==> src/rtl/mem_port_arbiter_pkg.sv <==
// Shared types for the IF/MEM memory port arbiter: FSM encoding, grant source
// and default bus widths.
package mem_port_arbiter_pkg;

    localparam int DEF_AW = 32;
    localparam int DEF_DW = 32;

    typedef enum logic [1:0] {
        IDLE   = 2'd0,
        I_BUSY = 2'd1,
        D_BUSY = 2'd2,
        RESP   = 2'd3
    } arbState_t;

    typedef enum logic {
        GNT_I = 1'b0,
        GNT_D = 1'b1
    } gntSrc_t;

    function automatic logic isBusy(input arbState_t s);
        return (s == I_BUSY) || (s == D_BUSY);
    endfunction

endpackage

==> src/rtl/mem_port_watchdog.sv <==
// Saturating count of BUSY cycles without an acknowledge; raises a sticky
// err flag once the count reaches TIMEOUT.
module mem_port_watchdog #(
    parameter int TIMEOUT = 255
) (
    input  logic clk,
    input  logic rst,
    input  logic busy,
    input  logic ack,
    output logic err
);

    localparam int CW = $clog2(TIMEOUT + 1);
    localparam logic [CW-1:0] LIMIT = CW'(TIMEOUT);

    logic [CW-1:0] countR;
    logic          bumpS;

    // Advance only while waiting, and stop at the limit so the count never wraps.
    always_comb begin
        bumpS = busy && !ack && (countR != LIMIT);
    end

    // Counter is zero whenever no access is in flight, so every access starts fresh.
    always_ff @(posedge clk or posedge rst) begin
        if (rst) begin
            countR <= '0;
            err    <= 1'b0;
        end else if (!busy) begin
            countR <= '0;
        end else if (bumpS) begin
            countR <= countR + CW'(1);
            if (countR == (LIMIT - CW'(1))) begin
                err <= 1'b1;
            end
        end
    end

endmodule

==> src/rtl/mem_port_arbiter.sv <==
// Serialises IF-stage fetches and MEM-stage loads/stores onto one req/ack
// memory port; data side has fixed priority as it carries the older instruction.
module mem_port_arbiter
    import mem_port_arbiter_pkg::*;
#(
    parameter int AW      = DEF_AW,
    parameter int DW      = DEF_DW,
    parameter int TIMEOUT = 255
) (
    input  logic            clk,
    input  logic            rst,
    input  logic            i_req,
    input  logic [AW-1:0]   i_addr,
    output logic [DW-1:0]   i_rdata,
    output logic            i_ready,
    input  logic            d_req,
    input  logic            d_we,
    input  logic [DW/8-1:0] d_wstrb,
    input  logic [AW-1:0]   d_addr,
    input  logic [DW-1:0]   d_wdata,
    output logic [DW-1:0]   d_rdata,
    output logic            d_ready,
    output logic            mem_req,
    output logic            mem_we,
    output logic [DW/8-1:0] mem_wstrb,
    output logic [AW-1:0]   mem_addr,
    output logic [DW-1:0]   mem_wdata,
    input  logic [DW-1:0]   mem_rdata,
    input  logic            mem_ack,
    output logic            stall_if,
    output logic            stall_mem,
    output logic            err
);

    arbState_t stateR;
    gntSrc_t   ackSrcS;
    logic      busyS;

    // Decode the owner of the in-flight access and the pipeline stall requests.
    always_comb begin
        busyS     = isBusy(stateR);
        ackSrcS   = (stateR == D_BUSY) ? GNT_D : GNT_I;
        stall_if  = i_req & ~i_ready;
        stall_mem = d_req & ~d_ready;
    end

    // Arbitration FSM; request fields are captured at grant so requesters may change them afterwards.
    always_ff @(posedge clk or posedge rst) begin
        if (rst) begin
            stateR    <= IDLE;
            mem_req   <= 1'b0;
            mem_we    <= 1'b0;
            mem_wstrb <= '0;
            mem_addr  <= '0;
            mem_wdata <= '0;
            i_rdata   <= '0;
            d_rdata   <= '0;
            i_ready   <= 1'b0;
            d_ready   <= 1'b0;
        end else begin
            case (stateR)
                IDLE: begin
                    if (d_req) begin
                        stateR    <= D_BUSY;
                        mem_req   <= 1'b1;
                        mem_we    <= d_we;
                        mem_wstrb <= d_wstrb;
                        mem_addr  <= d_addr;
                        mem_wdata <= d_wdata;
                    end else if (i_req) begin
                        stateR    <= I_BUSY;
                        mem_req   <= 1'b1;
                        mem_we    <= 1'b0;
                        mem_wstrb <= '0;
                        mem_addr  <= i_addr;
                        mem_wdata <= '0;
                    end
                end
                I_BUSY, D_BUSY: begin
                    if (mem_ack) begin
                        mem_req <= 1'b0;
                        stateR  <= RESP;
                        if (ackSrcS == GNT_D) begin
                            d_ready <= 1'b1;
                            if (!mem_we) begin
                                d_rdata <= mem_rdata;
                            end
                        end else begin
                            i_ready <= 1'b1;
                            i_rdata <= mem_rdata;
                        end
                    end
                end
                RESP: begin
                    i_ready <= 1'b0;
                    d_ready <= 1'b0;
                    stateR  <= IDLE;
                end
                default: begin
                    stateR <= IDLE;
                end
            endcase
        end
    end

    mem_port_watchdog #(
        .TIMEOUT(TIMEOUT)
    ) uWatchdog (
        .clk (clk),
        .rst (rst),
        .busy(busyS),
        .ack (mem_ack),
        .err (err)
    );

endmodule

==> config.mk <==
export PLATFORM = sky130hd
export DESIGN_NAME = mem_port_arbiter
export DESIGN_NICKNAME = d
export VERILOG_FILES = /design/src/rtl/mem_port_arbiter_pkg.sv /design/src/rtl/mem_port_watchdog.sv /design/src/rtl/mem_port_arbiter.sv
export SDC_FILE = /design/constraint.sdc
export NUM_CORES = 1
export LEC_CHECK = 0
export BUFFER_PORTS_ARGS = -buffer_cell sky130_fd_sc_hd__buf_2
export CAP_MARGIN = 25
export CORE_ASPECT_RATIO = 0.8
export CORE_MARGIN = 8
export CORE_UTILIZATION = 50
export CTS_BUF_LIST = sky130_fd_sc_hd__clkbuf_16
export CTS_CLUSTER_DIAMETER = 120
export DETAILED_ROUTE_END_ITERATION = 10
export GPL_TIMING_DRIVEN = 1
export HOLD_SLACK_MARGIN = 0.05
export PLACE_DENSITY = 0.85
export RECOVER_POWER = 25
export SETUP_SLACK_MARGIN = 0.3
export SLEW_MARGIN = 40
export SYNTH_ARGS = -nofsm -noshare
export SYNTH_HDL_FRONTEND = slang
export SYNTH_SLANG_ARGS = --single-unit
==> constraint.sdc <==
create_clock -name clk -period 7.2 [get_ports clk]
set_input_delay 0 -clock clk [delete_from_list [all_inputs] [get_ports clk]]
set_output_delay 0 -clock clk [all_outputs]
set_load 0.05 [all_outputs]
==> run_results.csv, run 1 <==
group,metric,value,unit
status,status,"complete, but fails checks",
status,failed_checks,"capacitance limit, slew limit",
timing,clock.fmax,412,MHz
worst_setup_path,critical_path.startpoint,"rst",
global_route,antenna_found_initial,3,
yosys,yosysTopAreaCell,"dfrtp_1",
pwr,peakVddDrop,0.452,mV
worst_setup_path,worstReg2RegStart,"stateR[0]",
yosys,synth_most_common_cell,"dfrtp_1",
floorplan,rows,36,
cts,cts_tree,"done",
cts,cts-root-buf,"clkbuf_16",
final_layout,drive_gt1_share,38.6,%
yosys,syn-instance-count,448,
timing,fin_worst_skew,0.00749,ns
final_layout,fin_util,78.1,%
placement,port_buffers,276,
timing,rsz0062_at_grt,"no",
drt,via_per_inst,5.29,
yosys,avgSynthCellArea,13.5,sq um
final_layout,finalNetCount,1000,
worst_setup_path,crit_path_end_kind,"asynchronous set/reset pin",
hold_path,hold_class,"input port to flip-flop",
cts,clock_sinks,147,
floorplan,core,0.0120,sq mm
global_route,grt_max_degree,101,
yosys,synth_area_leaders,"dfrtp_1 (61%), mux2_2 (12%), mux2i_1 (6.6%), a22o_1 (5.4%), o21ai_0 (2.8%)",
timing,relSlewSlack,-87.6,%
worst_setup_path,r2r_cells,5,
drt,drc_errors,0,
cts,clock_path_buffers,2,
worst_setup_path,cp_cell_sequence,"dlygate4sd3_1 -> clkbuf_1 -> clkinvlp_2 -> buf_6 -> buf_16",
timing,period_share,33.7,%
yosys,synth_nets,593,
drt,vias,5415,
floorplan,ios,277,
worst_setup_path,slowest_stage,"clkinvlp_2",
floorplan,fp.dieArea,0.0159,sq mm
global_route,grt_pass1_vias,6189,
yosys,seq_area_frac_synth,61.0,%
placement,gp_congestion,0.772,
placement,dp_hpwl,12.6,mm
worst_setup_path,crit_end,"mem_wdata[14]",
yosys,synth_area,0.00603,sq mm
timing,hold_viol_final,0,
cts,post_cts_buffers,0,
final_layout,areaGrowthSynthToFinish,55.1,%
worst_setup_path,worstSetupPathType,"input port to asynchronous set/reset pin",
flow_run,drv_cap,1,
yosys,ys_types,37,
global_route,grt_busiest_layer,"met2",
yosys,ys_async_sr_fraction,100,%
drt,wl_per_cell,20.1,um
global_route,grt_overflow,0,
worst_setup_path,r2r_end,"mem_we",
yosys,synth-seq-cells,147,
pwr,power.density,538,mW/mm^2
worst_setup_path,rrSetupSlack,4.95,ns
global_route,gr-usage-met1,25.6,%
timing,fin_setup_tns,0,ns
timing,worst_slew_pin_slew,2.80,ns
drt,drtPass1Iterations,4,
cts,hold_buffers,136,
final_layout,n_fill_cell,688,
global_route,use_met3,6.88,%
yosys,synth.top_cells.by_count,"dfrtp_1 (147), mux2_2 (64), nand2_1 (42)",
floorplan,fp.dieW,139,um
cts,clk_pin_slew,0.06,ns
drt,wl,20.6,mm
cts,clkLatencyLatePin,0.42,ns
floorplan,die_y,114,um
yosys,synth_edf_count,0,
global_route,use_met2,47.9,%
timing,min_period,2.43,ns
worst_setup_path,timing.critical_path.fanout_max,65,
drt,drt-initial-drc-count,368,
drt,ant_nets,0,
worst_setup_path,crit_required,7.79,ns
worst_setup_path,max_stage_delay,1.58,ns
pwr,p_leak,4.63,nW
global_route,grt_use_total,25.9,%
worst_setup_path,crit_arrival,3.02,ns
yosys,synthFlopType,"dfrtp_1",
floorplan,initial_core_util,50.4,%
cts,h-tree-depth,4,
global_route,grt_pass1_wl,32.2,mm
worst_setup_path,cp-start-kind,"input port",
timing,finalSetupViolCount,0,
timing,drv_slew,66,
yosys,synth_top_area_share,61.0,%
cts,cts_made_buffers,17,
yosys,yosysWarnings,0,
cts,cts_resized,0,
cells in the final DEF, fill, tap and decap left out, drive strengths merged, types with 2 or more instances in the layout:
cell           n
buf          236
dfrtp        147
dlygate4sd3  136
mux2          64
clkbuf        62
nand2         42
mux2i         40
a22o          37
o21ai         35
inv            8
ha             7
clkinvlp       7
nor2b          6
clkinv         6
nand2b         4
diode          3
nand4          3
nand3b         2
a21oi          2
o41ai          2
nor2           2
a31oi          2
nand3          2
o211a          2
and2           2
report_power, final:
part           switching [W]  total, W  internal [W]
clock               0.000347  0.000782      0.000435
sequential          0.000250   0.00148       0.00123
combinational        0.00204   0.00277      0.000725
total                0.00264   0.00503       0.00239
routing by layer:
layer	wire length, um	share of wire (%)
met5	0	0
met4	967	4.7
met3	998	4.8
met2	11300	55
met1	7380	36
final cells by class:
class	instances	area [sq um]	share of cell area, %
Clock inverter	15	93.8	1.00
Antenna cell	3	7.51	0.0802
Sequential cell	147	3680	39.3
Inverter	6	23.8	0.254
Timing Repair Buffer	417	2750	29.4
Tap cell	152	190	2.03
Clock buffer	17	425	4.54
Multi-Input combinational cell	266	2190	23.4
through the flow:
| step | hold WS [ns] | power [W] | worst slack, ns | cell area [sq um] | cells |
|---|---|---|---|---|---|
| detailed placement | 0.118 | 0.00416 | 5.10 | 7500 | 851 |
| global route | 0.131 | 0.00524 | 4.30 | 9360 | 1023 |
| floorplan | 0.133 | 0.00349 | 3.25 | 6030 | 448 |
| CTS | 0.0531 | 0.00502 | 4.97 | 9380 | 1019 |
| global placement | 0.0956 | 0.00407 | 5.13 | 7490 | 851 |
| finish | 0.103 | 0.00503 | 4.77 | 9360 | 1023 |
registers in the layout, indices dropped and copies added (netlist names), 2 cells and up:
signal / flops
d_rdata: 32
mem_addr: 32
i_rdata: 32
mem_wdata: 32
uWatchdog.countR: 8
mem_wstrb: 4
stateR: 2
worst max-delay path: cells and delay by family:
family,cells,cell delay (ns)
buf+inv,5,2.96
cell families (layout without fill, tap and decap cells):
kind of cell / after synthesis / count (layout) / share of synthesized area (%)
flops: 147 / 147 / 61.0
mux: 104 / 104 / 18.6
compound gates: 87 / 87 / 10.6
simple gates: 68 / 68 / 5.45
buf+inv: 35 / 455 / 2.99
fa+ha+maj: 7 / 7 / 1.45
other cells: 0 / 3 / 0
worst min path at each step:
stage / from / endpoint / slack, ns / depth (start not counted)
detailed placement: rst / d_rdata[17] / 0.12 / 2
floorplan: d_wdata[0] / mem_wdata[0] / 0.13 / 1
finish: i_req / mem_req / 0.10 / 4
global route: i_req / mem_req / 0.13 / 4
CTS: i_req / mem_req / 0.05 / 4
global placement: rst / d_rdata[17] / 0.1 / 2
(Power assumes the default switching activity.)
==> run 2, diff against run 1 <==
--- a/config.mk
+++ b/config.mk
@@ -5,17 +5,18 @@
 export SDC_FILE = /design/constraint.sdc
 export NUM_CORES = 1
 export LEC_CHECK = 0
+export ABC_AREA = 1
 export BUFFER_PORTS_ARGS = -buffer_cell sky130_fd_sc_hd__buf_2
 export CAP_MARGIN = 25
 export CORE_ASPECT_RATIO = 0.8
 export CORE_MARGIN = 8
-export CORE_UTILIZATION = 50
+export CORE_UTILIZATION = 47
 export CTS_BUF_LIST = sky130_fd_sc_hd__clkbuf_16
 export CTS_CLUSTER_DIAMETER = 120
 export DETAILED_ROUTE_END_ITERATION = 10
 export GPL_TIMING_DRIVEN = 1
 export HOLD_SLACK_MARGIN = 0.05
-export PLACE_DENSITY = 0.85
+export PLACE_DENSITY = 0.8
 export RECOVER_POWER = 25
 export SETUP_SLACK_MARGIN = 0.3
 export SLEW_MARGIN = 40
==> constraint.sdc (replaced) <==
create_clock -name clk -period 2.3 [get_ports clk]
set_input_delay 0 -clock clk [delete_from_list [all_inputs] [get_ports clk]]
set_output_delay 0 -clock clk [all_outputs]
set_load 0.05 [all_outputs]
==> run_results.csv, run 2 <==
group,metric,value,unit
worst_setup_path,cp_cell_sequence,"inv_2 -> ha_2 -> o21ai_2 -> inv_4 -> clkbuf_16 -> nor2_1 -> a31oi_1 -> dlygate4sd3_1",
yosys,synth_top_family_by_area,"simple AND/OR/NAND/NOR gates",
yosys,synth_area,0.00610,sq mm
timing,fin_worst_skew,0.00660,ns
yosys,synth_most_common_cell,"nand2_1",
yosys,synth_compound_area_share,10.0,%
drt,wl_per_cell,19.5,um
drt,drtPass1Iterations,5,
worst_setup_path,slowest_stage,"dlygate4sd3_1",
drt,wl_met3,2.79,mm
final_layout,final_cell_mix,"buf_2 (275), nand2_1 (223), dfrtp_1 (147)",
worst_setup_path,crit_arrival,2.32,ns
drt,ant_nets,0,
worst_setup_path,r2r_end,"mem_addr[27]",
yosys,synth-seq-cells,147,
global_route,antenna_found_initial,2,
timing,finalSetupViolCount,0,
pwr,p_leak,5.18,nW
yosys,yosysWarnings,0,
yosys,synth.mux.area_fraction,0,%
yosys,synth_edf_count,0,
drt,wl_met1,8.68,mm
drt,route.met2.wl,12.0,mm
worst_setup_path,rrSetupSlack,0.33,ns
hold_path,hold_class,"input port to flip-flop",
floorplan,core,0.0128,sq mm
floorplan,fp.dieArea,0.0169,sq mm
yosys,yosysTopAreaCell,"dfrtp_1",
flow_run,drv_cap,0,
cts,clkLatencyLatePin,0.41,ns
worst_setup_path,crit_required,2.65,ns
cts,clock_sinks,147,
yosys,avgSynthCellArea,8.90,sq um
drt,via_per_inst,5.38,
timing,fin_setup_tns,0,ns
cts,cts_made_buffers,17,
yosys,synthSimpleGateAreaFrac,21.4,%
yosys,synth_top_area_share,60.3,%
drt,drt-initial-drc-count,625,
yosys,synth_area_leaders,"dfrtp_1 (60%), nand2_1 (14%), o21ai_0 (5.9%), nand3_1 (4.2%), a31oi_1 (3.4%)",
placement,dp_hpwl,13.4,mm
drt,routed.top_layer,"met4",
timing,hold_viol_final,0,
final_layout,stdcell_area,0.00977,sq mm
placement,gp_congestion,0.811,
floorplan,rows,37,
yosys,syn-instance-count,686,
placement,place_area,0.00761,sq mm
floorplan,initial_core_util,47.8,%
drt,drc_errors,0,
cts,clk_pin_slew,0.06,ns
worst_setup_path,r2r_cells,8,
timing,whs,0.0777,ns
worst_setup_path,critical_path.startpoint,"stateR[0]",
floorplan,ios,277,
timing,rsz0062_at_grt,"no",
global_route,grt_use_total,28.4,%
global_route,grt_pass1_wl,37.4,mm
yosys,yosys.area_share.adder,1.44,%
worst_setup_path,cp-start-kind,"flip-flop",
final_layout,finalNetCount,1251,
yosys,synth.top_cells.by_count,"nand2_1 (223), dfrtp_1 (147), o21ai_0 (72)",
global_route,grt_max_degree,90,
worst_setup_path,max_stage_delay,0.58,ns
global_route,grt_pass1_vias,7031,
worst_setup_path,worstSetupPathType,"flip-flop to flip-flop",
final_layout,layout_commonest_cell,"buf_2",
timing,drv_slew,0,
yosys,ys_types,24,
final_layout,drive_gt1_share,30.4,%
worst_setup_path,timing.critical_path.fanout_max,16,
yosys,synthFlopType,"dfrtp_1",
timing,clock.fmax,508,MHz
worst_setup_path,crit_path_end_kind,"flip-flop",
timing,worst_slew_pin_slew,1.41,ns
cts,h-tree-depth,4,
yosys,synth_nets,831,
timing,period_share,85.6,%
cts,clock_path_buffers,2,
floorplan,die_y,118,um
drt,vias,6972,
placement,port_buffers,276,
cts,cts_tree,"done",
floorplan,fp.dieW,143,um
timing,relSlewSlack,6.30,%
worst_setup_path,worstReg2RegStart,"stateR[0]",
cts,cts-root-buf,"clkbuf_16",
timing,min_period,1.97,ns
global_route,grt_overflow,0,
pwr,power.density,1640,mW/mm^2
yosys,synthXorXnorAreaFrac,0.287,%
yosys,ys_async_sr_fraction,100,%
drt,wl,25.3,mm
final_layout,areaGrowthSynthToFinish,60.1,%
pwr,peakVddDrop,1.21,mV
status,status,"finished clean",
worst_setup_path,crit_end,"mem_addr[27]",
yosys,seq_area_frac_synth,60.3,%
## run 2: cell count changes after synthesis, sizes merged, moves of 8 or more
cell | before | now
mux2 | 64 | 0
clkbuf | 6 | 25
a22o | 37 | 0
nor2 | 2 | 49
mux2i | 40 | 0
inv | 6 | 50
buf | 23 | 15
o21ai | 35 | 74
nand3 | 2 | 51
nand2 | 42 | 225
a31oi | 2 | 33
## run 2: cell families after synthesis
group | Yosys count
xor+xnor | 2
simple gates | 327
buf+inv | 91
compound gates | 112
fa+ha+maj | 7
flops | 147
## run 2: final cells by class
cell class	instances	area, sq um
Tap cell	175	219
Timing Repair Buffer	441	3050
Sequential cell	147	3680
Fill cell	801	3010
Antenna cell	2	5.00
Clock inverter	15	164
Multi-Input combinational cell	448	2030
Clock buffer	17	425
Inverter	51	198
## run 2: where the power goes
part	switching, W	internal (W)
clock	0.00108	0.00170
sequential	0.000718	0.00374
combinational	0.00653	0.00225
## run 2: worst max-delay path, delay by kind of cell (launching register included)
| kind | cells | cell delay [ns] |
|---|---|---|
| adder cells (fa/ha/maj) | 1 | 0.19 |
| AO/OA/AOI/OAI | 2 | 0.24 |
| buffers and inverters | 4 | 1.02 |
| AND/OR/NAND/NOR | 1 | 0.05 |
| flip-flops | 1 | 0.39 |
## run 2: stage by stage
step	power (W)	cells	setup slack, ns	utilization [%]
global placement	0.0120	1107	0.693	59.6
finish	0.0160	1296	0.332	76.5
floorplan	0.0102	686	0.453	-
global route	0.0167	1296	0.270	76.5
CTS	0.0155	1280	0.324	75.3
detailed placement	0.0122	1107	0.589	59.6
## run 2: worst min-delay path by stage
stage,start,endpoint,depth (start not counted)
4_1_cts,d_req,mem_we,3
2_1_floorplan,d_wdata[0],mem_wdata[0],2
5_1_grt,d_req,mem_we,3
3_3_place_gp,rst,d_rdata[7],3
6_report,d_req,mem_we,3
3_5_place_dp,rst,d_rdata[0],3
## run 2: per-layer routing
metal	up-vias	GRT usage [%]
met5	-	0
met4	0	19.1
met3	145	8.31
met2	578	46.8
met1	3201	31.1
li1	3048	-
## run 2: timing repair
item | 4_1_cts | 5_1_grt
endpoints found under the setup margin | 0 | 24
gates resized for setup | 0 | 4
setup buffers | 0 | 10
hold endpoints to repair | 282 | 8
hold buffers | 141 | 8
